[config.mk]
export PLATFORM = sky130hd
export DESIGN_NAME = audio_prefilter_sat
export DESIGN_NICKNAME = d
export VERILOG_FILES = /design/src/rtl/audio_pkg.sv /design/src/rtl/audio_sat_lane.sv /design/src/rtl/audio_prefilter_sat.sv
export SDC_FILE = /design/constraint.sdc
export NUM_CORES = 1
export LEC_CHECK = 0
export BUFFER_PORTS_ARGS = -buffer_cell sky130_fd_sc_hd__buf_2
export CAP_MARGIN = 20
export CORE_MARGIN = 2
export CORE_UTILIZATION = 35
export DETAILED_ROUTE_END_ITERATION = 7
export GPL_ROUTABILITY_DRIVEN = 0
export MAX_ROUTING_LAYER = met4
export PLACE_DENSITY = 0.59
export SYNTH_ARGS = -nofsm -noshare
export SYNTH_HDL_FRONTEND = slang
export SYNTH_SLANG_ARGS = --single-unit
[constraint.sdc]
create_clock -name clk -period 1.6 [get_ports clk]
set_input_delay 0.32 -clock clk [delete_from_list [all_inputs] [get_ports clk]]
set_output_delay 0.32 -clock clk [all_outputs]
set_load 0.01 [all_outputs]
[src/rtl/audio_pkg.sv]
// Shared constants and helpers for the audio prefilter saturating width reducer.
package audio_pkg;

  localparam int MODE_UNSIGNED = 0;
  localparam int MODE_SIGNED   = 1;

  function automatic int unsigned hold_cnt_w(input int unsigned hold);
    return $clog2(hold + 1);
  endfunction

  // Clamp limits as bit patterns; callers truncate to their output width.
  function automatic logic [63:0] clamp_umax(input int unsigned w);
    return (64'd1 << w) - 64'd1;
  endfunction

  function automatic logic [63:0] clamp_smax(input int unsigned w);
    return (64'd1 << (w - 1)) - 64'd1;
  endfunction

  function automatic logic [63:0] clamp_smin(input int unsigned w);
    return 64'd1 << (w - 1);
  endfunction

endpackage

[src/rtl/audio_sat_lane.sv]
// One audio channel: 2-stage saturating clamp plus clip hold counter.
module audio_sat_lane
  import audio_pkg::*;
#(
  parameter int unsigned IN          = 13,
  parameter int unsigned OUT         = 12,
  parameter int          SIGNED_MODE = MODE_UNSIGNED,
  parameter int unsigned CLIP_HOLD   = 4096
) (
  input  logic           clk,
  input  logic           reset,
  input  logic           in_valid,
  input  logic           s1_valid,
  input  logic [IN-1:0]  din,
  output logic [OUT-1:0] dout,
  output logic           clip,
  output logic           clip_event
);

  localparam logic [OUT-1:0] UMAX = OUT'(clamp_umax(OUT));
  localparam logic [OUT-1:0] SMAX = OUT'(clamp_smax(OUT));
  localparam logic [OUT-1:0] SMIN = OUT'(clamp_smin(OUT));
  localparam int unsigned    HW   = hold_cnt_w(CLIP_HOLD);
  localparam logic [HW-1:0]  HOLD_LD = HW'(CLIP_HOLD);

  logic [IN-OUT:0] hi;
  logic            in_range;
  logic            ovf_d, udf_d;
  logic [OUT-1:0]  s1_data;
  logic            s1_ovf, s1_udf;
  logic [OUT-1:0]  sat;
  logic [HW-1:0]   hold_cnt;

  always_comb begin
    hi       = din[IN-1:OUT-1];
    in_range = (&hi) | ~(|hi);
    ovf_d    = 1'b0;
    udf_d    = 1'b0;
    if (SIGNED_MODE == MODE_SIGNED) begin
      ovf_d = !in_range && !din[IN-1];
      udf_d = !in_range &&  din[IN-1];
    end else begin
      ovf_d = |din[IN-1:OUT];
    end
  end

  always_ff @(posedge clk) begin
    if (reset) begin
      s1_data <= '0;
      s1_ovf  <= 1'b0;
      s1_udf  <= 1'b0;
    end else if (in_valid) begin
      s1_data <= din[OUT-1:0];
      s1_ovf  <= ovf_d;
      s1_udf  <= udf_d;
    end
  end

  always_comb begin
    sat = s1_data;
    if (s1_ovf)      sat = (SIGNED_MODE == MODE_SIGNED) ? SMAX : UMAX;
    else if (s1_udf) sat = SMIN;
  end

  assign clip_event = s1_valid && (s1_ovf || s1_udf);

  // clip samples the pre-update count, so it stays high for CLIP_HOLD clean samples.
  always_ff @(posedge clk) begin
    if (reset) begin
      dout     <= '0;
      clip     <= 1'b0;
      hold_cnt <= '0;
    end else if (s1_valid) begin
      dout <= sat;
      clip <= clip_event || (hold_cnt != '0);
      if (clip_event)           hold_cnt <= HOLD_LD;
      else if (hold_cnt != '0)  hold_cnt <= hold_cnt - HW'(1);
    end
  end

endmodule

[src/rtl/audio_prefilter_sat.sv]
// Multi-channel pipelined saturating width reducer with clip indicators and clip counter.
module audio_prefilter_sat
  import audio_pkg::*;
#(
  parameter int unsigned CHANNELS     = 2,
  parameter int unsigned AUDIO_DW_IN  = 13,
  parameter int unsigned AUDIO_DW_OUT = 12,
  parameter int          SIGNED_MODE  = MODE_UNSIGNED,
  parameter int unsigned CLIP_HOLD    = 4096,
  parameter int unsigned CNT_W        = 16
) (
  input  logic                             clk,
  input  logic                             reset,
  input  logic                             din_valid,
  input  logic [CHANNELS*AUDIO_DW_IN-1:0]  din,
  output logic                             dout_valid,
  output logic [CHANNELS*AUDIO_DW_OUT-1:0] dout,
  output logic [CHANNELS-1:0]              clip,
  output logic [CNT_W-1:0]                 clip_cnt,
  input  logic                             clip_cnt_clr
);

  logic                v1, v2;
  logic [CHANNELS-1:0] clip_event;

  always_ff @(posedge clk) begin
    if (reset) begin
      v1 <= 1'b0;
      v2 <= 1'b0;
    end else begin
      v1 <= din_valid;
      v2 <= v1;
    end
  end

  assign dout_valid = v2;

  for (genvar c = 0; c < CHANNELS; c++) begin : g_lane
    audio_sat_lane #(
      .IN          (AUDIO_DW_IN),
      .OUT         (AUDIO_DW_OUT),
      .SIGNED_MODE (SIGNED_MODE),
      .CLIP_HOLD   (CLIP_HOLD)
    ) u_lane (
      .clk        (clk),
      .reset      (reset),
      .in_valid   (din_valid),
      .s1_valid   (v1),
      .din        (din[c*AUDIO_DW_IN +: AUDIO_DW_IN]),
      .dout       (dout[c*AUDIO_DW_OUT +: AUDIO_DW_OUT]),
      .clip       (clip[c]),
      .clip_event (clip_event[c])
    );
  end

  always_ff @(posedge clk) begin
    if (reset || clip_cnt_clr) begin
      clip_cnt <= '0;
    end else if (v1 && (|clip_event) && (clip_cnt != '1)) begin
      clip_cnt <= clip_cnt + CNT_W'(1);
    end
  end

endmodule

======== After elaboration in Yosys (flattened, before gate mapping) ========
Cells that the tools add are included.
word-level totals
  bits of input ports ..................... 30
  bits in registers ....................... 96
  bits in read-only memories .............. 0
  memories ................................ 0
  RAM bits ................................ 0
  latch bits .............................. 0
  output and inout bits ................... 43
operators by class
  multiply operators ...................... 0
  reductions and logical operators ........ 14
  bitwise operators ....................... 0
  div/mod/pow operators ................... 0
  muxes and demuxes ....................... 6
  shift operators ......................... 0
  equal/unequal tests ..................... 1
  add/sub/neg operators ................... 3
  magnitude comparators ................... 0
operator list
  cell                   count
  $mux 13                4
  $reduce_bool 13->1     2
  $sub 13x1->13 const B  2
  $mux 12                2
  $add 16x1->16 const B  1
  $ne 16x16->1 const B   1
  $logic_and 1x1->1      4
  $reduce_and 2->1       2
  $reduce_bool 2->1      2
  $logic_or 1x1->1       3
  $reduce_or 2->1        1

======== Longest topological paths before layout ========
Gate-level depths: netlist (run 1).
  word-level depth ........................ 4
  depth in mapped cells ................... 7

======== By module ========
From an unflattened synthesis (run 1), not the netlist that was laid out.
unflattened totals
  cell total of the unflattened synthesis .. 458
  area total of the unflattened synthesis .. 4,179.0 µm²
modules (own cells, without submodules)
  module               times used  area an instance (µm²)  cells each
  audio_sat_lane       2           1,620.3                 175
  audio_prefilter_sat  1           938.4                   108

======== Worst setup path after synthesis (run 1) ========
No wires, ideal clock.
  path kind ............................... reg-to-reg
  from .................................... register clip_cnt[0]
  to ...................................... register clip_cnt[12]
  clock period less this slack ............ 1,758 ps
  cell stages (with the launch flop) ...... 7
  data arrival time ....................... 1,630 ps
  path slack .............................. -158 ps
  data required time ...................... 1,472 ps
  cell sequence ........................... dfxtp_1 ha_1 nand4_1 or3_1 nor3_1 xnor2_1 nor2_1
on the way
  word-level cells in the longest chain between the ends .. 2
  elaborated cells between the ends (all ways) .. 3
  those cells by class .................... 1 x add/sub; 1 x eq/ne; 1 x reduce/logical
ends and longest elaborated chain
  item                                                   RTL line                   RTL
  start, declared                                        audio_prefilter_sat.sv:19  output logic [CNT_W-1:0] clip_cnt,
  start signal, assigned                                 audio_prefilter_sat.sv:60  clip_cnt <= clip_cnt + CNT_W'(1);
  branches (longest 2 deep; another with $add 16x1->16)  -
Several ways; the timed one is not identified.
A chain may end at the register's enable or synchronous reset.

======== Final worst setup path (run 1) ========
  from .................................... register g_lane[1].u_lane.hold_cnt[4]
  to ...................................... register g_lane[1].u_lane.hold_cnt[9]
on the way
  word-level cells in the longest chain between the ends .. 3
  elaborated cells between the ends (all ways) .. 6
  those cells by class .................... 1 x add/sub; 2 x mux; 3 x reduce/logical
ends and longest elaborated chain
  item                                                 RTL line              RTL
  start, declared                                      audio_sat_lane.sv:32  logic [HW-1:0] hold_cnt;
  start signal, assigned                               audio_sat_lane.sv:77  else if (hold_cnt != '0) hold_cnt <= hold_cnt - HW'(1);
  $sub 13x1->13 or $reduce_bool 13->1 (tied branches)  audio_sat_lane.sv:77
  $mux 13 or $reduce_bool 2->1 (tied branches)         -
  $mux 13 or $reduce_and 2->1 (tied branches)          -
Several ways; a longest one is shown, not always the timed one. The select of a mux whose other input is x is not followed.

==> results.cfg, run 1 <==
[clock_tree]
clock_path_buffers = 2
htreeDepth = 3
cts-buffers-inserted = 9
clkSinkCount = 96
clock_latency_ns = 0.34
path_clk_slew_ns = 0.08
root_buffer = clkbuf_16
cts_tree = built

[drt]
drt_iter0_markers = 181
drtAntennaViolNets = 0
drtPass1Iterations = 4
num_vias = 3610
drcViolationCount = 0
wl_per_cell_um = 13.6
routed_wirelength_um = 9740
via_per_inst = 5.05

[sta]
rsz0062_at_grt = yes
fmax_mhz = 561
maxSlewHeadroom = 0.604
slew_violations = 0
setup_ws_ns = -0.183
setup_viol = 6
finalCritPeriodShare = 1.11
period_needed_ns = 1.78
hold_viol = 0
fin_skew_ns = 0.00672
hold_slack_ns = 0.209
worst_pin_slew_ns = 0.593

[synth]
synth_edf_count = 0
synthFlopType = dfxtp_1
async_flop_share = 0
ys_seq_elements = 96
synth_top_cell_by_area = dfxtp_1
ys_seq_area_frac = 0.475
synth_warnings = 0
synthCells = 455
synthTopCellsByArea = dfxtp_1 (47%), nor2_1 (8.7%), mux2i_1 (6.9%), xnor2_1 (4.3%), o22ai_1 (3.1%)
synth_fp_nets = 490
synth.avg_cell_area_sq_um = 8.90
synth_cell_types = 52
syn_area_sq_mm = 0.00405
synth_top_cell_area_share = 0.475

[final_layout]
post-route-util = 0.485
layout_common_cells = nor2_1 (91), dfxtp_1 (85), buf_2 (72), buf_4 (52), mux2i_1 (28)
layout.cells.non_filler = 715
final_nets = 602
antenna_cells = 0
syn2layout_area_growth_pct = 36.2
drive_above_1_share = 0.357
layout_commonest_cell = nor2_1
fillCellCount = 1060

[worst_setup_path]
worstPathArrival_ns = 2.06
critPathMaxStageDelay_ns = 0.55
r2r-start = g_lane[1].u_lane.hold_cnt[4]
crit_path_end_kind = flip-flop
reg2reg_depth = 5
r2r_slack_ns = -0.18
cp-start-kind = flip-flop
cp.required_ns = 1.88
cp_max_fo = 3
critPathKind = reg2reg
cp_cell_sequence = or4_4, nor3_4, nand2_2, or3b_4, a21oi_2
worst_path_max_delay_cell = or4_4
reg2reg_to = g_lane[1].u_lane.hold_cnt[9]

[floorplanning]
die_w_um = 112
dieArea_sq_mm = 0.0124
ios = 73
start_util = 0.356
rows = 39
die_h_um = 112
coreArea_sq_mm = 0.0114

[run]
maxCapViolCount = 0

[global_route]
overflow = 0
grt_use_total = 0.162
grt_pass1_vias = 3516
antenna_found_initial = 0
grt_pass1_wl_um = 16400
grt_max_degree = 69

[placed_design]
place_inst = 693
io_buffer_count = 72
dp_hpwl_um = 6590

[min_path]
min_path_type = in2reg
hp-start = din[6]
holdPathEnd = g_lane[0].u_lane.s1_data[6]
min_path_cells = 3

[outcome]
violations = negative setup slack
status = finished with violations

[power_and_ir_drop]
ir_worst_vdd_v = 0.000871
power_mw = 9.89
leakage_nw = 2.31
power.density_mw_per_mm2 = 1790
==> metrics by stage <==
| step | cell area, sq um | setup TNS [ns] | setup slack, ns |
|---|---|---|---|
| floorplan | 4080 | -0.101 | -0.0369 |
| global placement | 4900 | -0.0696 | -0.0540 |
| detailed placement | 4900 | -0.389 | -0.0761 |
| CTS | 5270 | -0.285 | -0.0881 |
| global route | 5510 | -2.05 | -0.256 |
| finish | 5510 | -0.480 | -0.183 |
==> routing by layer <==
metal / up-vias / wire length [um] / GRT usage
li1: 1830 / - / -
met1: 1696 / 4640 / 0.198
met2: 78 / 4470 / 0.266
met3: 6 / 522 / 0.0452
met4: 0 / 100 / 0.0444
met5: - / 0 / -
==> repair_timing <==
item	in CTS	in global routing
gates resized for setup	5	48
setup endpoints to repair	11	51
buffers inserted	2	4
gates cloned	0	0
hold buffers	0	0
endpoints found under the hold margin	0	0
pin swaps	8	21
==> cell type report <==
type	instances	area, sq um	area share
Tap cell	143	179	0.0325
Clock inverter	7	97.6	0.0177
Clock buffer	9	225	0.0409
Sequential cell	96	1940	0.352
Multi-Input combinational cell	325	2230	0.405
Timing Repair Buffer	128	813	0.148
Inverter	7	26.3	0.00477
==> cells by family after synthesis <==
group,synth area share
mux,0.0692
simple gates,0.235
buf+inv,0.0343
compound gates,0.117
xor+xnor,0.0541
flops,0.475
fa+ha+maj,0.0155
==> cell usage after synthesis (3+ instances only) <==
cell       n
and3_1     6
buf_2      3
buf_1      5
nand2_1   20
xnor2_1   20
a211oi_1   7
nor3_1    14
nand2b_1   7
ha_1       5
clkbuf_1  17
o21ai_0    4
dfxtp_1   96
xor2_1     5
inv_1      7
o21ai_1    6
a21oi_1   20
nor4_1     4
nor2b_1    4
nand4_1    7
mux2i_1   28
o211ai_1   4
or3_1      8
nand3_1   10
nor2_1    94
o22ai_1   20
==> how the worst max path moves through the flow <==
stage,endpoint,start
after floorplan,g_lane[1].u_lane.hold_cnt[1],g_lane[1].u_lane.hold_cnt[2]
after global placement,g_lane[1].u_lane.hold_cnt[9],g_lane[1].u_lane.hold_cnt[2]
after detailed placement,g_lane[1].u_lane.hold_cnt[1],g_lane[1].u_lane.hold_cnt[2]
after CTS,g_lane[1].u_lane.hold_cnt[10],g_lane[1].u_lane.hold_cnt[2]
after global routing,g_lane[1].u_lane.hold_cnt[9],g_lane[1].u_lane.hold_cnt[4]
final,g_lane[1].u_lane.hold_cnt[9],g_lane[1].u_lane.hold_cnt[4]
==> critical path: cells and delay by family (launching register included) <==
family | cells | cell delay, ns
and+or+nand+nor | 4 | 1.24
DFF | 1 | 0.36
AOI/OAI and AO/OA | 1 | 0.11
==> where the power goes <==
part	switching [mW]	internal, mW
Combinational	2.17	2.31
Clock	1.03	1.27
Sequential	0.337	2.77
==> state kept, by name, summed over array words and instances, names as in the netlist <==
register	flops
g_lane.u_lane.dout	24
g_lane.u_lane.s1_data	24
g_lane.u_lane.s1_ovf	2
clip_cnt	16
g_lane.u_lane.hold_cnt	26
v1	1
dout_valid	1
g_lane.u_lane.clip	2
Power figures use the tool's default switching activity.
==> run 2, diff against run 1 <==
- CORE_UTILIZATION: 35 -> 45
- PLACE_DENSITY: 0.59 -> 0.72
==> results.cfg, run 2 (synthesized netlist as in run 1, its figures left out) <==
[outcome]
status = finished with violations
violations = negative setup slack

[sta]
period_needed_ns = 1.71
hold_viol = 0
fin_skew_ns = 0.0137
hold_slack_ns = 0.176
finalCritPeriodShare = 1.07
setup_viol = 15
worst_pin_slew_ns = 0.619
rsz0062_at_grt = yes
fmax_mhz = 584
slew_violations = 0
setup_ws_ns = -0.112
maxSlewHeadroom = 0.587

[global_route]
overflow = 0
grt_max_degree = 68
grt_pass1_wl_um = 15500
antenna_found_initial = 0
grt_pass1_vias = 3487
grt_use_total = 0.196

[worst_setup_path]
cp.required_ns = 1.89
worstPathArrival_ns = 2.00
crit_path_end_kind = flip-flop
critPathKind = reg2reg
reg2reg_depth = 5
cp_max_fo = 3
cp-start-kind = flip-flop

[power_and_ir_drop]
power_mw = 9.16
leakage_nw = 2.27
ir_worst_vdd_v = 0.000797
power.density_mw_per_mm2 = 1690

[floorplanning]
dieArea_sq_mm = 0.00977
start_util = 0.464
die_w_um = 98.9
ios = 73
die_h_um = 98.9
coreArea_sq_mm = 0.00872
rows = 34

[clock_tree]
htreeDepth = 3
clock_latency_ns = 0.36
path_clk_slew_ns = 0.12
clkSinkCount = 96
root_buffer = clkbuf_8
clock_path_buffers = 2
cts-buffers-inserted = 9
cts_tree = built

[drt]
drt_iter0_markers = 152
num_vias = 3682
drcViolationCount = 0
via_per_inst = 5.42
routed_wirelength_um = 9810
drtAntennaViolNets = 0
wl_per_cell_um = 14.4
drtPass1Iterations = 4

[run]
maxCapViolCount = 0

[final_layout]
layout.cells.non_filler = 679
largest_register_ffs = 26
drive_above_1_share = 0.384
largestRegisters = g_lane.u_lane.hold_cnt x26, g_lane.u_lane.dout x24, g_lane.u_lane.s1_data x24
stdcell_area_sq_mm = 0.00543
layout_commonest_cell = nor2_1
fillCellCount = 737
antenna_cells = 0
syn2layout_area_growth_pct = 34.0
final_nets = 601
largest_register = g_lane.u_lane.hold_cnt
layout_common_cells = nor2_1 (91), dfxtp_1 (79), buf_2 (72), buf_4 (48), mux2i_1 (28)

[placed_design]
place_inst = 651
dp_hpwl_um = 6490
io_buffer_count = 72
place_area_sq_mm = 0.00482

[min_path]
min_path_cells = 3
min_path_type = in2reg
run 2: per-stage QoR:
step | utilization | setup TNS [ns] | setup WS [ns]
global route | 0.622 | -2.50 | -0.163
CTS | 0.589 | -0.240 | -0.0755
detailed placement | 0.553 | -0.394 | -0.0987
floorplan | - | -0.101 | -0.0369
global placement | 0.553 | -0.0507 | -0.0507
finish | 0.622 | -0.510 | -0.112
run 2: power breakdown:
group          leakage, nW  switching (mW)  total, mW  internal (mW)
registers            0.794           0.317       3.09           2.77
clock network        0.107            1.01       1.65          0.646
logic                 1.37            2.10       4.42           2.32
run 2: path summary, 6_finish.rpt:
kind	slack, ns	from	to
max	-0.11	g_lane[1].u_lane.hold_cnt[2]	g_lane[1].u_lane.hold_cnt[9]
min	0.18	din[15]	g_lane[1].u_lane.s1_data[2]
max reg2reg	-0.11	g_lane[1].u_lane.hold_cnt[2]	g_lane[1].u_lane.hold_cnt[9]
min reg2reg	0.48	g_lane[1].u_lane.clip	g_lane[1].u_lane.clip
run 2: worst max-delay path: stages (launching register included):
cell and delay (ns):
dfxtp_2 0.36, or4_4 0.56, nor3_4 0.16, nand2_2 0.09, or3b_1 0.36, a21oi_1 0.14
run 2: routing by layer:
layer | part of all wire | vias up | GRT usage
li1 | - | 1824 | -
met5 | 0 | - | -
met4 | 0.015 | 0 | 0.0674
met1 | 0.43 | 1765 | 0.236
met3 | 0.048 | 12 | 0.0461
met2 | 0.51 | 81 | 0.323
run 2: area by class of cell:
cell class                 instances  area [sq um]  share of cell area
clock inverter                     7          88.8              0.0164
tap                              108           135              0.0249
multi-input combinational        325          2280               0.420
sequential                        96          1950               0.359
inverter                           7          26.3             0.00484
clock buffer                       9           124              0.0228
timing repair buffer             127           826               0.152
run 2: repair_timing:
action | CTS | global route
gates resized for setup | 15 | 60
pin swaps | 11 | 19
buffers inserted | 5 | 6
setup endpoints to repair | 20 | 40
hold buffers | 0 | 0
cloned | 0 | 1
